==> src/rtl/uart_mmio_pkg.sv <==
// Register map, LSR bit positions and byte-lane helpers for the UART window.
package uart_mmio_pkg;

  localparam logic [2:0] UART_THR_OFF = 3'd0;
  localparam logic [2:0] UART_LSR_OFF = 3'd5;
  localparam logic [2:0] UART_SCR_OFF = 3'd7;

  localparam int LSR_DR   = 0;
  localparam int LSR_THRE = 5;
  localparam int LSR_TEMT = 6;

  localparam logic [7:0] UART_NO_CHAR = 8'hFF;

  typedef struct packed {
    logic       wen;
    logic [2:0] off;
    logic [7:0] wbyte;
    logic       lane_en;
  } req_t;

  function automatic logic [7:0] lane_byte(input logic [63:0] d, input logic [2:0] off);
    return d[{off, 3'b000} +: 8];
  endfunction

  function automatic logic [63:0] place_byte(input logic [7:0] b, input logic [2:0] off);
    return {56'd0, b} << {off, 3'b000};
  endfunction

endpackage

==> src/rtl/uart_tx_fifo.sv <==
// Synchronous FIFO with wrap-bit pointers; pop data is combinational from the head, no added latency.
// Push into a full FIFO is taken only when a pop happens on the same edge; otherwise it is dropped.
module uart_tx_fifo #(
  parameter int DEPTH = 16,
  parameter int WIDTH = 8
) (
  input  logic             clock,
  input  logic             reset,
  input  logic             push,
  input  logic [WIDTH-1:0] push_dat,
  input  logic             pop,
  output logic [WIDTH-1:0] pop_dat,
  output logic             full,
  output logic             empty
);
  localparam int AW = $clog2(DEPTH);

  logic [WIDTH-1:0] mem [DEPTH];
  logic [AW:0]      wr_ptr;
  logic [AW:0]      rd_ptr;
  logic             do_push;
  logic             do_pop;

  assign empty   = (wr_ptr == rd_ptr);
  assign full    = (wr_ptr[AW] != rd_ptr[AW]) && (wr_ptr[AW-1:0] == rd_ptr[AW-1:0]);
  assign do_pop  = pop && !empty;
  assign do_push = push && (!full || do_pop);
  assign pop_dat = mem[rd_ptr[AW-1:0]];

  always_ff @(posedge clock or posedge reset) begin
    if (reset) begin
      wr_ptr <= '0;
      rd_ptr <= '0;
    end else begin
      if (do_push) wr_ptr <= wr_ptr + 1'b1;
      if (do_pop)  rd_ptr <= rd_ptr + 1'b1;
    end
  end

  // Storage needs no reset: empty/full come only from the pointers.
  always_ff @(posedge clock) begin
    if (do_push) mem[wr_ptr[AW-1:0]] <= push_dat;
  end

endmodule

==> src/rtl/uart_mmio.sv <==
// UART window (THR/RBR, LSR, SCR): response one cycle after accept; req_ready drops only for a THR store
// into a full TX FIFO with no pop that cycle. UART_LOOPBACK_EN feeds popped TX bytes into RBR instead of polling.
module uart_mmio
  import uart_mmio_pkg::*;
#(
  parameter int TX_DEPTH = 16,
  parameter int TX_GAP   = 1,
  parameter int RX_POLL  = 256
) (
  input  logic        clock,
  input  logic        reset,
  input  logic        req_valid,
  output logic        req_ready,
  input  logic        req_wen,
  input  logic [2:0]  req_addr,
  input  logic [63:0] req_wdata,
  input  logic [7:0]  req_wmask,
  output logic        rsp_valid,
  output logic [63:0] rsp_rdata,
  output logic        io_uart_out_valid,
  output logic [7:0]  io_uart_out_ch,
  output logic        io_uart_in_valid,
  input  logic [7:0]  io_uart_in_ch
);
  localparam int GW = $clog2(TX_GAP + 1);

  req_t          req;
  logic          accept;
  logic          thr_hit;
  logic          thr_wr;
  logic          rbr_rd;
  logic          tx_full;
  logic          tx_empty;
  logic          tx_pop;
  logic [7:0]    tx_head;
  logic [GW-1:0] gap_cnt;
  logic          dr;
  logic [7:0]    rbr;
  logic [7:0]    scr;
  logic [7:0]    lsr;
  logic [7:0]    rd_byte;
  logic          rx_capture;
  logic [7:0]    rx_byte;

  always_comb begin
    req.wen     = req_wen;
    req.off     = req_addr;
    req.wbyte   = lane_byte(req_wdata, req_addr);
    req.lane_en = req_wmask[req_addr];
  end

  assign thr_hit   = req_valid && req.wen && (req.off == UART_THR_OFF) && req.lane_en;
  // A stalled THR store rides along with a same-cycle pop, so the FIFO never overflows.
  assign req_ready = !(thr_hit && tx_full && !tx_pop);
  assign accept    = req_valid && req_ready;
  assign thr_wr    = accept && thr_hit;
  assign rbr_rd    = accept && !req.wen && (req.off == UART_THR_OFF);

  uart_tx_fifo #(
    .DEPTH (TX_DEPTH),
    .WIDTH (8)
  ) u_tx_fifo (
    .clock    (clock),
    .reset    (reset),
    .push     (thr_wr),
    .push_dat (req.wbyte),
    .pop      (tx_pop),
    .pop_dat  (tx_head),
    .full     (tx_full),
    .empty    (tx_empty)
  );

  assign tx_pop            = !tx_empty && (gap_cnt == '0);
  assign io_uart_out_valid = tx_pop;
  assign io_uart_out_ch    = tx_pop ? tx_head : 8'h00;

  always_ff @(posedge clock or posedge reset) begin
    if (reset) begin
      gap_cnt <= '0;
    end else if (tx_pop) begin
      gap_cnt <= GW'(TX_GAP - 1);
    end else if (gap_cnt != '0) begin
      gap_cnt <= gap_cnt - 1'b1;
    end
  end

`ifdef UART_LOOPBACK_EN
  assign io_uart_in_valid = 1'b0;
  assign rx_capture       = tx_pop && !dr;
  assign rx_byte          = tx_head;
`else
  localparam int PW = $clog2(RX_POLL + 1);
  logic [PW-1:0] poll_cnt;

  // Gated by reset so RX_POLL=1 cannot poll while reset is held.
  assign io_uart_in_valid = !reset && !dr && (poll_cnt == '0);
  assign rx_capture       = io_uart_in_valid && (io_uart_in_ch != UART_NO_CHAR);
  assign rx_byte          = io_uart_in_ch;

  always_ff @(posedge clock or posedge reset) begin
    if (reset) begin
      poll_cnt <= PW'(RX_POLL - 1);
    end else if (io_uart_in_valid) begin
      poll_cnt <= PW'(RX_POLL - 1);
    end else if (!dr && (poll_cnt != '0)) begin
      poll_cnt <= poll_cnt - 1'b1;
    end
  end
`endif

  // A capture on the same edge as an RBR read leaves DR set with the new byte.
  always_ff @(posedge clock or posedge reset) begin
    if (reset) begin
      dr  <= 1'b0;
      rbr <= 8'h00;
    end else if (rx_capture) begin
      dr  <= 1'b1;
      rbr <= rx_byte;
    end else if (rbr_rd) begin
      dr  <= 1'b0;
    end
  end

  always_ff @(posedge clock or posedge reset) begin
    if (reset) begin
      scr <= 8'h00;
    end else if (accept && req.wen && (req.off == UART_SCR_OFF) && req.lane_en) begin
      scr <= req.wbyte;
    end
  end

  always_comb begin
    lsr           = 8'h00;
    lsr[LSR_DR]   = dr;
    lsr[LSR_THRE] = !tx_full;
    lsr[LSR_TEMT] = tx_empty;
  end

  always_comb begin
    rd_byte = 8'h00;
    case (req.off)
      UART_THR_OFF: rd_byte = dr ? rbr : 8'h00;
      UART_LSR_OFF: rd_byte = lsr;
      UART_SCR_OFF: rd_byte = scr;
      default:      rd_byte = 8'h00;
    endcase
  end

  always_ff @(posedge clock or posedge reset) begin
    if (reset) begin
      rsp_valid <= 1'b0;
      rsp_rdata <= '0;
    end else begin
      rsp_valid <= accept;
      if (accept) rsp_rdata <= req.wen ? 64'd0 : place_byte(rd_byte, req.off);
    end
  end

endmodule
==> config.mk <==
export PLATFORM = sky130hd
export DESIGN_NAME = uart_mmio
export DESIGN_NICKNAME = d
export VERILOG_FILES = /design/src/rtl/uart_mmio_pkg.sv /design/src/rtl/uart_tx_fifo.sv /design/src/rtl/uart_mmio.sv
export SDC_FILE = /design/constraint.sdc
export NUM_CORES = 1
export LEC_CHECK = 0
export BUFFER_PORTS_ARGS = -buffer_cell sky130_fd_sc_hd__buf_2
export CORE_ASPECT_RATIO = 1.1
export CORE_MARGIN = 2
export CORE_UTILIZATION = 50
export DETAILED_ROUTE_END_ITERATION = 10
export GPL_TIMING_DRIVEN = 0
export PLACE_DENSITY = 0.72
export SYNTH_ARGS = -nofsm -noshare
export SYNTH_HDL_FRONTEND = slang
export SYNTH_HIERARCHICAL = 1
export SYNTH_SLANG_ARGS = --single-unit
==> constraint.sdc <==
create_clock -name clock -period 3.8 [get_ports clock]
set_input_delay 0.76 -clock clock [delete_from_list [all_inputs] [get_ports clock]]
set_output_delay 0.76 -clock clock [all_outputs]
set_load 0.02 [all_outputs]
; After elaboration in Yosys (flattened, before gate mapping)
; Memories as Yosys holds them, arrays and structs flattened.
; Cells that the tools add are included.
[classes]
n_addsub = 4
order_cmp = 1
eq_ne = 6
shifts = 2
n_mux = 14
bitwise_logic = 1
reduce_logical = 33
[ops]
columns = op, n
row1 = two-way mux 64 bit, 1
row2 = variable part select 64 x 7 -> 8 bit, 1
row3 = << shifter 8 x 6 -> 64 bit, 1
row4 = case mux 8 bit (3 select lines), 1
row5 = logical AND 1 bit, 20
row6 = two-way mux 9 bit, 2
row7 = two-way mux 8 bit, 2
row8 = "adder 5 x 1 -> 5 bit, second input constant", 2
row9 = zero test 9 bit, 1
row10 = nonzero test 9 bit, 1
row11 = "subtractor 9 x 1 -> 9 bit, second input constant", 1
row12 = "inequality test 8 bit, second input constant", 1
row13 = zero test 1 bit, 7
row14 = two-way mux 1 bit, 7
row15 = "equality test 3 bit, second input constant", 2
row16 = equality test 5 bit, 1
row17 = equality test 4 bit, 1
row18 = "less-than comparator 3 x 4 -> 1 bit, second input constant", 1
row19 = nonzero test 2 bit, 2
row20 = binary-select mux 1 bit (select 3 bit), 1
row21 = zero test 3 bit, 1
row22 = logical OR 1 bit, 1
row23 = inequality test 1 bit, 1
row24 = inverter 1 bit, 1
row25 = "subtractor 1 bit, second input constant", 1
[totals]
reg_bits = 102
ramBits = 128
in_bits = 87
elab_cells = 71
memories = 1
[memory_table]
columns = name, depth, width, read_ports, rd_clocked_by_memory_dff, write_ports, line
row1 = u_tx_fifo.mem, 16, 8, 1, 0, 1, uart_tx_fifo.sv:18  ; logic [WIDTH-1:0] mem [DEPTH];

; Depth between registers and ports, before layout
; Gate-level depths: netlist of the first run.
[depth]
word_depth = 11
depth_mapped = 11
ltp_nobuf = 9

; Cells and area by module
; Netlist of the first run, hierarchy kept.
[by_module_without_submodules]
columns = mod, n_inst, cells_each, area_per_inst_um2, seq_area_each_um2
row1 = uart_tx_fifo, 1, 268, 5624.1, 4093.9
row2 = uart_mmio, 1, 342, 4086.4, 2287.2

; Worst setup path after synthesis of the first run
; No wires, ideal clock.
[synth_path]
path_type = input-to-reg
from = input req_addr[0]
to = memory u_tx_fifo.mem[3][0] (enable)
setup_time_ns = 0.383
arrival_time_ns = 2.583
t_required_ns = 3.417
path_slack_ns = 0.834
cell_stages = 6
path_buffers = 1
cell_sequence = or2_2 > clkbuf_1 > nor3_1 > and3_1 > o311ai_4 > nor3_1
[synth_via]
elab_chain_cells = 11
word_cells_on_any_way = 13
cone_classes = mux (4) / reduce/logical (9)
[synth_lines]
columns = element, line
row1 = "start, declared", uart_mmio.sv:15  ; input logic [2:0] req_addr,
row2 = binary-select mux 1 bit (select 3 bit) / zero test 3 bit (equally long branches), "uart_mmio.sv:49, uart_mmio.sv:52"
row3 = two-way mux 1 bit (implied by the code) / logical AND 1 bit (equally long branches), "uart_mmio.sv:49, uart_mmio.sv:52"
row4 = logical AND 1 bit (*), uart_mmio.sv:52  ; assign thr_hit = req_valid && req.wen && (req.off == UART_THR_OFF) && req.lane_en;
row5 = logical AND 1 bit (2 in series), uart_mmio.sv:54  ; assign req_ready = !(thr_hit && tx_full && !tx_pop);
row6 = zero test 1 bit, uart_mmio.sv:54
row7 = logical AND 1 bit, uart_mmio.sv:55  ; assign accept = req_valid && req_ready;
row8 = logical AND 1 bit (*), uart_mmio.sv:56  ; assign thr_wr = accept && thr_hit;
row9 = net thr_wr, uart_mmio.sv:30  ; logic thr_wr;
row10 = logical AND 1 bit (*), uart_tx_fifo.sv:27  ; assign do_push = push && (!full || do_pop);
row11 = two-way mux 1 bit (*), uart_tx_fifo.sv:42  ; if (do_push) mem[wr_ptr[AW-1:0]] <= push_dat;
row12 = two-way mux 1 bit (implied by the code) (*), uart_tx_fifo.sv:42
row13 = "end, declared", uart_tx_fifo.sv:18
; The timed path passes the listed nets; every way through them passes the cells marked *. The select of a mux whose other input is x is not followed.

; Worst setup path in the final report of the first run
[layout_path]
from = register u_tx_fifo.rd_ptr[1]
to = output io_uart_out_ch[0]
[layout_via]
word_cells_on_any_way = 5
cone_classes = eq/ne (1) / mux (1) / reduce/logical (2) / memory (1)
[layout_rtl]
columns = element, line
row1 = "start, declared", uart_tx_fifo.sv:20  ; logic [AW:0] rd_ptr;
row2 = "start signal, assigned", uart_tx_fifo.sv:36  ; if (do_pop) rd_ptr <= rd_ptr + 1'b1;
row3 = memory (16 x 8 bit), n/a
row4 = net tx_head[0], uart_mmio.sv:35  ; logic [7:0] tx_head;
row5 = two-way mux 8 bit, uart_mmio.sv:75  ; assign io_uart_out_ch = tx_pop ? tx_head : 8'h00;
row6 = "end, declared", uart_mmio.sv:21  ; output logic [7:0] io_uart_out_ch,
; The timed path passes the listed nets, and every way through them passes these cells.

==> summary.md, run 1 <==
| Metric | Value |
|---|---|
| Via count | `6034` |
| Longest Clk Path Bufs | `3` |
| Compound-Gate Fraction of Synth Area | `around 6.3%` |
| Share of post-route cells with drive strength above 1 | `around two fifths` |
| Relative slew slack | `roughly 13%` |
| CTS Root Cell | `clkbuf_16` |
| Clk sinks | `229` |
| Grt ovf | `0` |
| Status | `completed` |
| Largest area contributor in the netlist | `edfxtp_1` |
| Finish-stage setup viols | `0` |
| Post-CTS Resized | `0` |
| Starting Density | `50.8%` |
| Placed instance count | `1023` |
| CTS tree | `done` |
| Routed length per placed instance | `around 21 um` |
| Die span in y | `roughly 150 um` |
| Remaining antenna violation count after routing | `0` |
| Setup crit end kind | `output port` |
| Post-synthesis mux area share | `about an eighth` |
| Critical Path Source Type | `flip-flop` |
| Main combinational cell family by area after synthesis | `multiplexers` |
| 1st-pass router iterations | `5` |
| Data arrival, critical path | `roughly 2.8 ns` |
| Initial antenna violation count | `0` |
| Worst R2R Setup Slack | `between 0.4 and 0.5 ns` |
| Htree depth | `1` |
| Post-Synthesis Cells | `610` |
| Die area | `between 0.02 and 0.025 mm2` |
| PwrDens | `~600 mW/mm2` |
| CTS buffer count | `22` |
| Setup TNS Final | `0 ns` |
| Yosys warning total | `6` |
| FF-to-FF path depth | `8` |
| Critical path class | `flip-flop to output port` |
| Io pins | `approximately 160` |
| Post-layout min period | `3.55 ns` |
| Pins Over Slew Limit | `0` |
| Main flop type after synthesis | `edfxtp_1` |
| Via density | `between 5 and 6` |
| Drt total wl | `roughly 22000 um` |
| Number of port buffers | `157` |
| #FFs+latches synth | `approximately 230` |
| Seq/Total Area, Yosys | `between 60% and 70%` |
| Post CTS Setup Buffer Count | `0` |
| Syn avg cell area | `roughly 16 um2` |
| Post-Synth Adder-Cell Area | `less than 1%` |
| All-Layer GR Usage | `approximately 22%` |
| Post-Synth Simple-Gate Area | `9.33%` |
| Die W | `around 140 um` |
| Filler Cells Inserted | `1425` |
| Vias in the first global route | `6250` |
| Syn Nets | `around 700` |
| Most common cell in the synthesized netlist | `edfxtp_1` |
| Worst-path maximum fanout | `10` |
| Final Hold Vio Count | `0` |
| P&R area growth vs syn | `20.2%` |
| Tightest Hold Check Type | `input port to asynchronous set/reset pin` |
| Maximum vdd drop | `0.518 mV` |
| Worst Setup SP | `u_tx_fifo/rd_ptr[1]$_DFFE_PP0P_` |
| Crit share post-route | `between 90 and 100%` |
| Clk pin slew, worst setup/hold paths | `roughly 0.060 ns` |
| Drc violations | `0` |
| Util after Layout | `between 60 and 70%` |
| Mapped cell area | `between 0.009 and 0.01 mm2` |
| Hold slack | `~0.32 ns` |
| Reg-to-Reg Start | `u_tx_fifo/rd_ptr[2]$_DFFE_PP0P_` |
| Worst EP required | `just over 3 ns` |
| Worst stage delay on the critical path | `0.52 ns` |
| XOR/XNOR Fraction of Synth Area | `2.20%` |
| Diode count | `0` |
| Synth cell count leaders | `edfxtp_1, dfrtp_1, and2_1, mux4_2, mux2_2` |
| Fraction of registers with async set/reset | `between 40% and 50%` |
| CP Cell Sequence | `buf_6 > clkbuf_1 > mux4_2 > a22oi_1 > nand2_1 > nor2b_1 > buf_2` |
| Final GP Congestion | `~0.85` |
| Clock Skew | `slightly below 0.01 ns` |
| FP Rows | `53` |
| R2R Path End | `u_tx_fifo/mem[3][1]$_DFFE_PP_` |
| Actual slew at the worst max-slew pin | `about 1.3 ns` |
| First-pass GRT wire length | `approximately 34000 um` |
| Top cells by area, synth | `edfxtp_1, dfrtp_1, mux4_2, mux2_2, and2_1` |
| Cts-stage hold buffer count | `0` |
| Unrepaired setup endpoints after global routing | `false` |
| Detailed Place HPWL | `between 15000 and 20000 um` |
| Largest net degree at the start of global routing | `55` |
| Yosys cell types | `63` |
| Later-pin clock latency in the skew report | `around 0.5 ns` |
| Fmax | `approximately 280 MHz` |
| Final net count | `893` |
| Max cap viols | `0` |
| Core Box Area | `between 0.015 and 0.02 mm2` |
| Crit path max-delay cell type | `clkbuf_1` |
| Non-filler cells, final | `~1100` |
| Detailed Route Iter0 Violations | `around 390` |
| Leak pwr | `roughly 4.9 nW` |
| Post-synth EDFFs | `about 130` |
| Post-synth top area share | `between 30% and 40%` |
==> logic make-up after synthesis <==
group | Yosys count
adders and majority gates | 6
muxes | 82
xor gates and xnor gates | 15
and+or+nand+nor | 155
DFF | 229
AOI/OAI and AO/OA | 74
buffers and inverters | 49
==> area by class of cell <==
class / count / area (um2) / share of cell area [%]
inverters: 16 / 62.6 / 0.536
multi-input cells: 332 / 3120 / 26.7
clock inverters: 8 / 65.1 / 0.557
well taps: 247 / 309 / 2.65
clock buffers: 31 / 651 / 5.57
repair buffers: 166 / 885 / 7.58
plain buffers: 33 / 198 / 1.69
flip-flops and latches: 229 / 6380 / 54.7
==> through the flow <==
step / instance area [um2] / power (W) / setup slack (ns)
after detailed placement: 11000 / 0.00495 / 0.0429
after global routing: 11700 / 0.00735 / 0.0965
after floorplan: 9710 / 0.00438 / 0.690
after global placement: 10800 / 0.00484 / -0.375
after CTS: 11700 / 0.00709 / 0.274
final: 11700 / 0.00705 / 0.254
==> worst max-delay path by stage <==
stage,end,cells after the start,slack (ns)
6_report,io_uart_out_ch[0],7,0.25
5_1_grt,io_uart_out_ch[0],7,0.1
4_1_cts,io_uart_out_ch[2],7,0.27
3_5_place_dp,u_tx_fifo/mem[3][7]$_DFFE_PP_,7,0.04
3_3_place_gp,u_tx_fifo/mem[4][5]$_DFFE_PP_,6,-0.37
2_1_floorplan,dr$_DFFE_PP0P_,1,0.69
==> worst max-delay path, delay by kind of cell, from the launching register on <==
| family | cells | cell delay (ns) |
|---|---|---|
| AO/OA/AOI/OAI | 1 | 0.37 |
| multiplexers | 1 | 0.42 |
| flip-flops | 1 | 0.37 |
| AND/OR/NAND/NOR | 2 | 0.25 |
| buffers and inverters | 3 | 0.88 |
==> layout by cell type (no fill, tap or decap), types with 13 or more instances in the layout <==
| cell type | instances |
|---|---|
| a22oi_1 | 16 |
| and2_1 | 47 |
| and3_1 | 14 |
| buf_2 | 162 |
| clkbuf_1 | 19 |
| clkbuf_16 | 24 |
| dfrtp_1 | 93 |
| edfxtp_1 | 128 |
| inv_1 | 15 |
| mux2_2 | 31 |
| mux2i_1 | 18 |
| mux4_2 | 32 |
| nand2_1 | 27 |
| nor2_1 | 13 |
| nor2b_1 | 14 |
==> flip-flops by register name (all words and copies together), names as in the netlist <==
| signal | cells |
|---|---|
| dr | 1 |
| poll_cnt | 9 |
| rbr | 8 |
| rsp_rdata | 64 |
| rsp_valid | 1 |
| scr | 8 |
| u_tx_fifo/mem | 128 |
| u_tx_fifo/rd_ptr | 5 |
| u_tx_fifo/wr_ptr | 5 |
==> layer usage <==
layer / global-route usage, % / share of wire, %
met2: 36.5 / 50
met4: 7.01 / 2.6
met1: 28.5 / 40
met3: 4.78 / 7.3
met5: 0 / 0
==> report_power, final <==
group	leakage [nW]	total (W)	switching (W)	internal (W)
clock	0.350	0.00214	0.000880	0.00126
combinational	2.10	0.00198	0.00108	0.000898
sequential	2.49	0.00293	0.000134	0.00280
Power figures use the tool's default switching activity.
==> run 2, diff against run 1 <==
--- a/config.mk
+++ b/config.mk
@@ -5,6 +5,7 @@
 export SDC_FILE = /design/constraint.sdc
 export NUM_CORES = 1
 export LEC_CHECK = 0
+export ABC_AREA = 1
 export BUFFER_PORTS_ARGS = -buffer_cell sky130_fd_sc_hd__buf_2
 export CORE_ASPECT_RATIO = 1.1
 export CORE_MARGIN = 2
==> run 2 against run 1 <==
Net effect: clock skew is 0.0019 ns lower; critical path depth grew 3; sequential share of layout area is 2.7 points lower.
==> summary.md, run 2 <==
| Metric | Value |
|---|---|
| Filler Cells Inserted | `1700 (+19%)` |
| Relative slew slack | `39.9% (+26 points)` |
| All-Layer GR Usage | `23.3% (+1.5 points)` |
| Yosys cell types | `37 (-41%)` |
| Routed length per placed instance | `16.6 um (-20%)` |
| Synth cell count leaders | `nand2_1, nor2_1, edfxtp_1, o21ai_0, dfrtp_1` |
| Mapped cell area | `0.0103 mm2 (+6.1%)` |
| Top cells by area, synth | `edfxtp_1, dfrtp_1, nand2_1, o21ai_0, nor2_1` |
| CTS tree | `done` |
| Final GP Congestion | `0.854 (about the same)` |
| Longest Clk Path Bufs | `3 (unchanged)` |
| Via count | `8057 (+34%)` |
| Tightest Hold Check Type | `input port to asynchronous set/reset pin` |
| Die span in y | `155 um (+2.9%)` |
| P&R area growth vs syn | `19.2%` |
| Actual slew at the worst max-slew pin | `0.898 ns (-0.391 ns)` |
| Drt total wl | `25400 um (+16%)` |
| Crit share post-route | `88.8% (-4.5 points)` |
| Most common cell in the synthesized netlist | `nand2_1` |
| Critical Path Source Type | `flip-flop` |
| Starting Density | `50.6% (-0.26 points)` |
| Detailed Place HPWL | `17500 um (+11%)` |
| Die area | `0.0218 mm2 (+5.9%)` |
| Clock Skew | `0.00794 ns (-0.00192 ns)` |
| Clk pin slew, worst setup/hold paths | `0.07 ns (about the same)` |
| Detailed Route Iter0 Violations | `750 (+95%)` |
| Diode count | `0 (unchanged)` |
| Post-layout min period | `3.38 ns (-0.170 ns)` |
| Final net count | `1349 (+51%)` |
| Post-synth top area share | `37.3% (-2.3 points)` |
| Number of port buffers | `160 (+1.9%)` |
| Leak pwr | `5.43 nW (+10%)` |
| Die W | `141 um (+2.9%)` |
| Final Hold Vio Count | `0 (unchanged)` |
| Worst-path maximum fanout | `10 (unchanged)` |
| Post-synth EDFFs | `128 (unchanged)` |
| Initial antenna violation count | `0 (unchanged)` |
| Htree depth | `1 (unchanged)` |
| Unrepaired setup endpoints after global routing | `false` |
| Main flop type after synthesis | `edfxtp_1` |
| FP Rows | `55 (+3.8%)` |
| #FFs+latches synth | `229 (unchanged)` |
| 1st-pass router iterations | `6 (+1)` |
| Syn Nets | `1162 (+65%)` |
| Data arrival, critical path | `2.62 ns (-0.17 ns)` |
| Share of post-route cells with drive strength above 1 | `23.6% (-15 points)` |
| Post CTS Setup Buffer Count | `0 (unchanged)` |
| Cts-stage hold buffer count | `0 (unchanged)` |
| Most frequent cells in the layout | `nand2_1, buf_2, nor2_1` |
| Pins Over Slew Limit | `0 (unchanged)` |
| CTS buffer count | `23 (+4.5%)` |
| Core Box Area | `0.0204 mm2 (+6.7%)` |
| First-pass GRT wire length | `40500 um (+19%)` |
| CTS Root Cell | `clkbuf_16` |
| Remaining antenna violation count after routing | `0 (unchanged)` |
| Syn avg cell area | `9.64 um2 (-39%)` |
| Post-Synthesis Cells | `1069 (+75%)` |
| Io pins | `163 (unchanged)` |
| Maximum vdd drop | `0.365 mV (-30%)` |
| Util after Layout | `60.3% (-0.80 points)` |
| Placement Setup Slack | `0.106 ns (+0.0628 ns)` |
| Later-pin clock latency in the skew report | `0.51 ns (about the same)` |
| Final worst-path setup slack | `0.424 ns (+0.170 ns)` |
| Max cap viols | `0 (unchanged)` |
| PwrDens | `589 mW/mm2 (-2.6%)` |
| Largest net degree at the start of global routing | `40 (-27%)` |
| Fmax | `296 MHz (+5.0%)` |
| Vias in the first global route | `7968 (+27%)` |
| Seq/Total Area, Yosys | `61.9% (-3.8 points)` |
| Clk sinks | `229 (unchanged)` |
| Via density | `5.27 (-7.3%)` |
| Worst EP required | `3.04 ns (about the same)` |
| Grt ovf | `0 (unchanged)` |
| Finish-stage setup viols | `0 (unchanged)` |
| Largest area contributor in the netlist | `edfxtp_1` |
| Yosys warning total | `6 (unchanged)` |
| Most common cell after layout, fill and taps aside | `nand2_1` |
| Setup crit end kind | `output port` |
| Status | `completed` |
| Critical path class | `flip-flop to output port` |
| Drc violations | `0 (unchanged)` |
| Fraction of registers with async set/reset | `44.1% (unchanged)` |
| Post-CTS Resized | `0 (unchanged)` |
| Max reg flops | `128 (unchanged)` |
-- run 2: cell types whose count changed after synthesis, sizes merged, moves of 18 or more --
cell / change
mux4: -32
mux2: -32
and2: -47
nand2: +226
nand3: +35
inv: +82
o21ai: +121
mux2i: -18
nor2: +180
-- run 2: metrics by stage --
| step | setup TNS (ns) | cells | hold slack (ns) | area (um2) | total power (W) |
|---|---|---|---|---|---|
| final | 0 | 1529 | 0.272 | 12300 | 0.00723 |
| after global routing | 0 | 1529 | 0.291 | 12300 | 0.00758 |
| after CTS | 0 | 1529 | 0.265 | 12300 | 0.00725 |
| after detailed placement | 0 | 1487 | 0.461 | 11500 | 0.00485 |
| after global placement | -2.48 | 1485 | 0.454 | 11400 | 0.00480 |
| after floorplan | 0 | 1069 | 0.442 | 10300 | 0.00418 |
-- run 2: critical path: stages (launching register included) --
cell	delay, ns
dfrtp_1	0.47
inv_2	0.10
buf_2	0.26
clkbuf_1	0.38
o21ai_0	0.17
o211ai_1	0.14
nand3_1	0.15
nand2_1	0.13
inv_1	0.05
nor2_1	0.07
buf_2	0.17
-- run 2: cells by family after synthesis --
logic type,Yosys count,share of synthesized area [%]
AO/OA/AOI/OAI,162,8.35
XOR/XNOR,12,1.02
adder cells (fa/ha/maj),6,0.728
buffers and inverters,149,6.44
flip-flops,229,61.9
AND/OR/NAND/NOR,511,21.5
-- run 2: power breakdown --
group | total, W | switching (W) | internal, W
clock | 0.00240 | 0.000950 | 0.00145
sequential | 0.00278 | 0.0000676 | 0.00271
combinational | 0.00205 | 0.00143 | 0.000623
total | 0.00723 | 0.00244 | 0.00479
-- run 2: per-layer routing --
layer,part of all wire [%],routed length (um),track usage [%]
met5,0,0,0
met2,48,12300,39.5
met1,42,10600,31.2
met4,2.5,625,6.76
met3,7.4,1870,4.09
-- run 2: path summary, 6_finish.rpt --
check                                                 from                             to  depth (start not counted)  slack, ns
setup / recovery           u_tx_fifo/rd_ptr[0]$_DFFE_PP0P_              io_uart_out_ch[4]                         10       0.42
hold / removal                                       reset        poll_cnt[8]$_DFFE_PP0P_                          2       0.27
setup reg to reg           u_tx_fifo/rd_ptr[1]$_DFFE_PP0P_  u_tx_fifo/mem[7][2]$_DFFE_PP_                         12       0.63
hold reg to reg                         rbr[0]$_DFFE_PP0P_             rbr[0]$_DFFE_PP0P_                          2       0.48
max in group asynchronous                            reset      rsp_rdata[47]$_DFFE_PP0N_                          4       2.75
min in group clock                      rbr[0]$_DFFE_PP0P_             rbr[0]$_DFFE_PP0P_                          2       0.48
-- run 2: area by class of cell --
class / instances / area (um2) / area share (%)
clock buffers: 29 / 628 / 5.11
well taps: 256 / 320 / 2.61
plain buffers: 49 / 278 / 2.26
clock inverters: 13 / 183 / 1.49
multi-input cells: 691 / 3270 / 26.6
flip-flops and latches: 229 / 6380 / 51.9
repair buffers: 162 / 841 / 6.84
inverters: 100 / 389 / 3.17
==> run 3, diff against run 2 <==
--- a/config.mk
+++ b/config.mk
@@ -13,6 +13,7 @@
 export DETAILED_ROUTE_END_ITERATION = 10
 export GPL_TIMING_DRIVEN = 0
 export PLACE_DENSITY = 0.72
+export RECOVER_POWER = 50
 export SYNTH_ARGS = -nofsm -noshare
 export SYNTH_HDL_FRONTEND = slang
 export SYNTH_HIERARCHICAL = 1
==> run 3 against run 2 <==
Net effect: the flow now finishes with violations (max-capacitance violations, max-slew violations); clock power barely moved; sequential power barely moved; core utilization fell by 0.63 points; power fell by 0.14%; hold slack improved by 0.014 ns; wire length barely moved; via count rose by 0.37%; setup slack got worse by 0.028 ns; sequential cell count did not move; clock-buffer cell count did not move; global-route usage did not move; final cell count did not move; critical path type unchanged; largest power group unchanged; highest routed layer unchanged.
==> summary.md, run 3 (synthesis results as in run 2) <==
| Metric | Value |
|---|---|
| FP Rows | `55 (unchanged)` |
| Clk sinks | `229 (unchanged)` |
| P&R area growth vs syn | `18.0%` |
| DP Area | `0.0115 mm2 (unchanged)` |
| Htree depth | `1 (unchanged)` |
| Vias in the first global route | `7968 (unchanged)` |
| Diode count | `0 (unchanged)` |
| Worst R2R Setup Slack | `0.51 ns (-0.12 ns)` |
| Via count | `8087 (+0.37%)` |
| Number of port buffers | `160 (unchanged)` |
| Placed instance count | `1487 (unchanged)` |
| Reg-to-Reg Start | `u_tx_fifo/rd_ptr[1]$_DFFE_PP0P_` |
| Starting Density | `50.6% (unchanged)` |
| Remaining antenna violation count after routing | `0 (unchanged)` |
| 1st-pass router iterations | `5 (-1)` |
| Clock Skew | `0.00676 ns (-0.00118 ns)` |
| Relative slew slack | `-42.5% (-82 points)` |
| Max reg flops | `128 (unchanged)` |
| Io pins | `163 (unchanged)` |
| All-Layer GR Usage | `23.3% (unchanged)` |
| Critical path's top delay family | `buffers and inverters` |
| Later-pin clock latency in the skew report | `0.51 ns (about the same)` |
| CTS tree | `done` |
| Post-layout min period | `3.40 ns (+0.0282 ns)` |
| Largest net degree at the start of global routing | `40 (unchanged)` |
| CP Cell Sequence | `inv_1 > clkbuf_1 > o21ai_0 > o21ai_0 > nand2_1 > nand2_1 > inv_1 > nand2_1 > inv_1 > nor2_1 > buf_2` |
| Crit share post-route | `89.6% (+0.74 points)` |
| Grt ovf | `0 (unchanged)` |
| FF-to-FF path depth | `12 (unchanged)` |
| Worst EP required | `3.04 ns (about the same)` |
| Core Box Area | `0.0204 mm2 (unchanged)` |
| Initial antenna violation count | `0 (unchanged)` |
| Drt total wl | `25400 um (about the same)` |
| Worst path bufs/invs | `5 (unchanged)` |
| Clk pin slew, worst setup/hold paths | `0.07 ns (about the same)` |
| Final Hold Vio Count | `0 (unchanged)` |
| PwrDens | `594 mW/mm2 (+0.92%)` |
| Status | `complete, but fails checks` |
| Max cap viols | `1 (+1)` |
| Leak pwr | `5.10 nW (-6.0%)` |
| Tightest Hold Check Type | `input port to asynchronous set/reset pin` |
| First-pass GRT wire length | `40500 um (unchanged)` |
| Detailed Place HPWL | `17500 um (unchanged)` |
| Non-filler cells, final | `1529 (unchanged)` |
| Pins Over Slew Limit | `39 (+39)` |
| Overall power | `0.00722 W (-0.14%)` |
| Die area | `0.0218 mm2 (unchanged)` |
| Final Instance Area | `0.0122 mm2 (-1.0%)` |
| Post CTS Setup Buffer Count | `0 (unchanged)` |
| Die span in y | `155 um (unchanged)` |
| Final net count | `1349 (unchanged)` |
| Unrepaired setup endpoints after global routing | `false` |
| Actual slew at the worst max-slew pin | `2.14 ns (+1.24 ns)` |
| Detailed Route Iter0 Violations | `722 (-3.7%)` |
| Finish-stage setup viols | `0 (unchanged)` |
| Failing checks | `max-capacitance violations, max-slew violations` |
| Crit path max-delay cell type | `dfrtp_1` |
| Critical Path Source Type | `flip-flop` |
| Data arrival, critical path | `2.64 ns (+0.02 ns)` |
| Share of post-route cells with drive strength above 1 | `17.7% (-5.9 points)` |
| Most frequent cells in the layout | `nand2_1, nor2_1, edfxtp_1` |
| Most common cell after layout, fill and taps aside | `nand2_1` |
| Worst stage delay on the critical path | `0.47 ns (about the same)` |
| Fmax | `294 MHz (-0.83%)` |
| Longest Clk Path Bufs | `3 (unchanged)` |
| Die W | `141 um (unchanged)` |
| Final GP Congestion | `0.854 (unchanged)` |
| Maximum vdd drop | `0.367 mV (+0.71%)` |
| Via density | `5.29 (+0.37%)` |
| R2R Path End | `u_tx_fifo/mem[7][2]$_DFFE_PP_` |
| CTS Root Cell | `clkbuf_16` |
| Placement Setup Slack | `0.106 ns (unchanged)` |
| Worst-path maximum fanout | `10 (unchanged)` |
| Setup crit end kind | `output port` |
| Routed length per placed instance | `16.6 um (about the same)` |
| Final worst-path setup slack | `0.396 ns (-0.0282 ns)` |
| Drc violations | `0 (unchanged)` |
| Critical path class | `flip-flop to output port` |
| CTS buffer count | `23 (unchanged)` |
| Filler Cells Inserted | `1739 (+2.3%)` |
## run 3: cell type report
class / count / area (um2) / share of cell area (%)
multi-input cells: 691 / 3250 / 26.7
clock buffers: 29 / 628 / 5.17
repair buffers: 162 / 742 / 6.10
clock inverters: 13 / 183 / 1.50
inverters: 100 / 385 / 3.17
plain buffers: 49 / 270 / 2.22
well taps: 256 / 320 / 2.63
flip-flops and latches: 229 / 6380 / 52.5
## run 3: through the flow
step	TNS, ns	hold slack (ns)	util, %
after floorplan	0	0.442	-
final	0	0.287	59.7
after global placement	-2.48	0.454	56.1
after detailed placement	0	0.461	56.3
after CTS	0	0.265	60.3
after global routing	0	0.325	59.7
## run 3: where the power goes
| part | total, W | switching (W) | internal (W) |
|---|---|---|---|
| combinational | 0.00204 | 0.00142 | 0.000619 |
| clock | 0.00240 | 0.000947 | 0.00145 |
| sequential | 0.00278 | 0.0000686 | 0.00271 |
| total | 0.00722 | 0.00244 | 0.00478 |
## run 3: timing repair
action,CTS,global route
endpoints found under the setup margin,0,8
resized for setup,0,1
hold buffers,0,0
## run 3: how the worst max path moves through the flow
stage	to	from	slack, ns	cells after the start
2_1_floorplan	io_uart_in_valid	reset	0.36	3
3_3_place_gp	io_uart_in_valid	reset	-0.74	5
3_5_place_dp	u_tx_fifo/mem[7][5]$_DFFE_PP_	req_addr[2]	0.11	9
4_1_cts	u_tx_fifo/mem[7][0]$_DFFE_PP_	u_tx_fifo/rd_ptr[1]$_DFFE_PP0P_	0.34	12
5_1_grt	u_tx_fifo/mem[7][0]$_DFFE_PP_	u_tx_fifo/rd_ptr[1]$_DFFE_PP0P_	0.22	12
6_report	io_uart_out_ch[6]	u_tx_fifo/rd_ptr[1]$_DFFE_PP0P_	0.40	11
## run 3: worst register-to-register path: stages (launching register included)
cell and delay, ns:
dfrtp_1 0.47, inv_1 0.29, nand2_1 0.08, nand2_1 0.12
nor2_4 0.06, nand3_1 0.12, inv_1 0.06, nand2_1 0.05
inv_1 0.05, nor4_2 0.54, nand2_2 0.15, buf_4 0.21
nor2_1 0.70
## run 3: per-layer routing
metal,global-route usage (%),share of wire [%]
met1,31.2,41
met2,39.5,49
met3,4.09,8.0
met4,6.76,2.4
met5,0,0
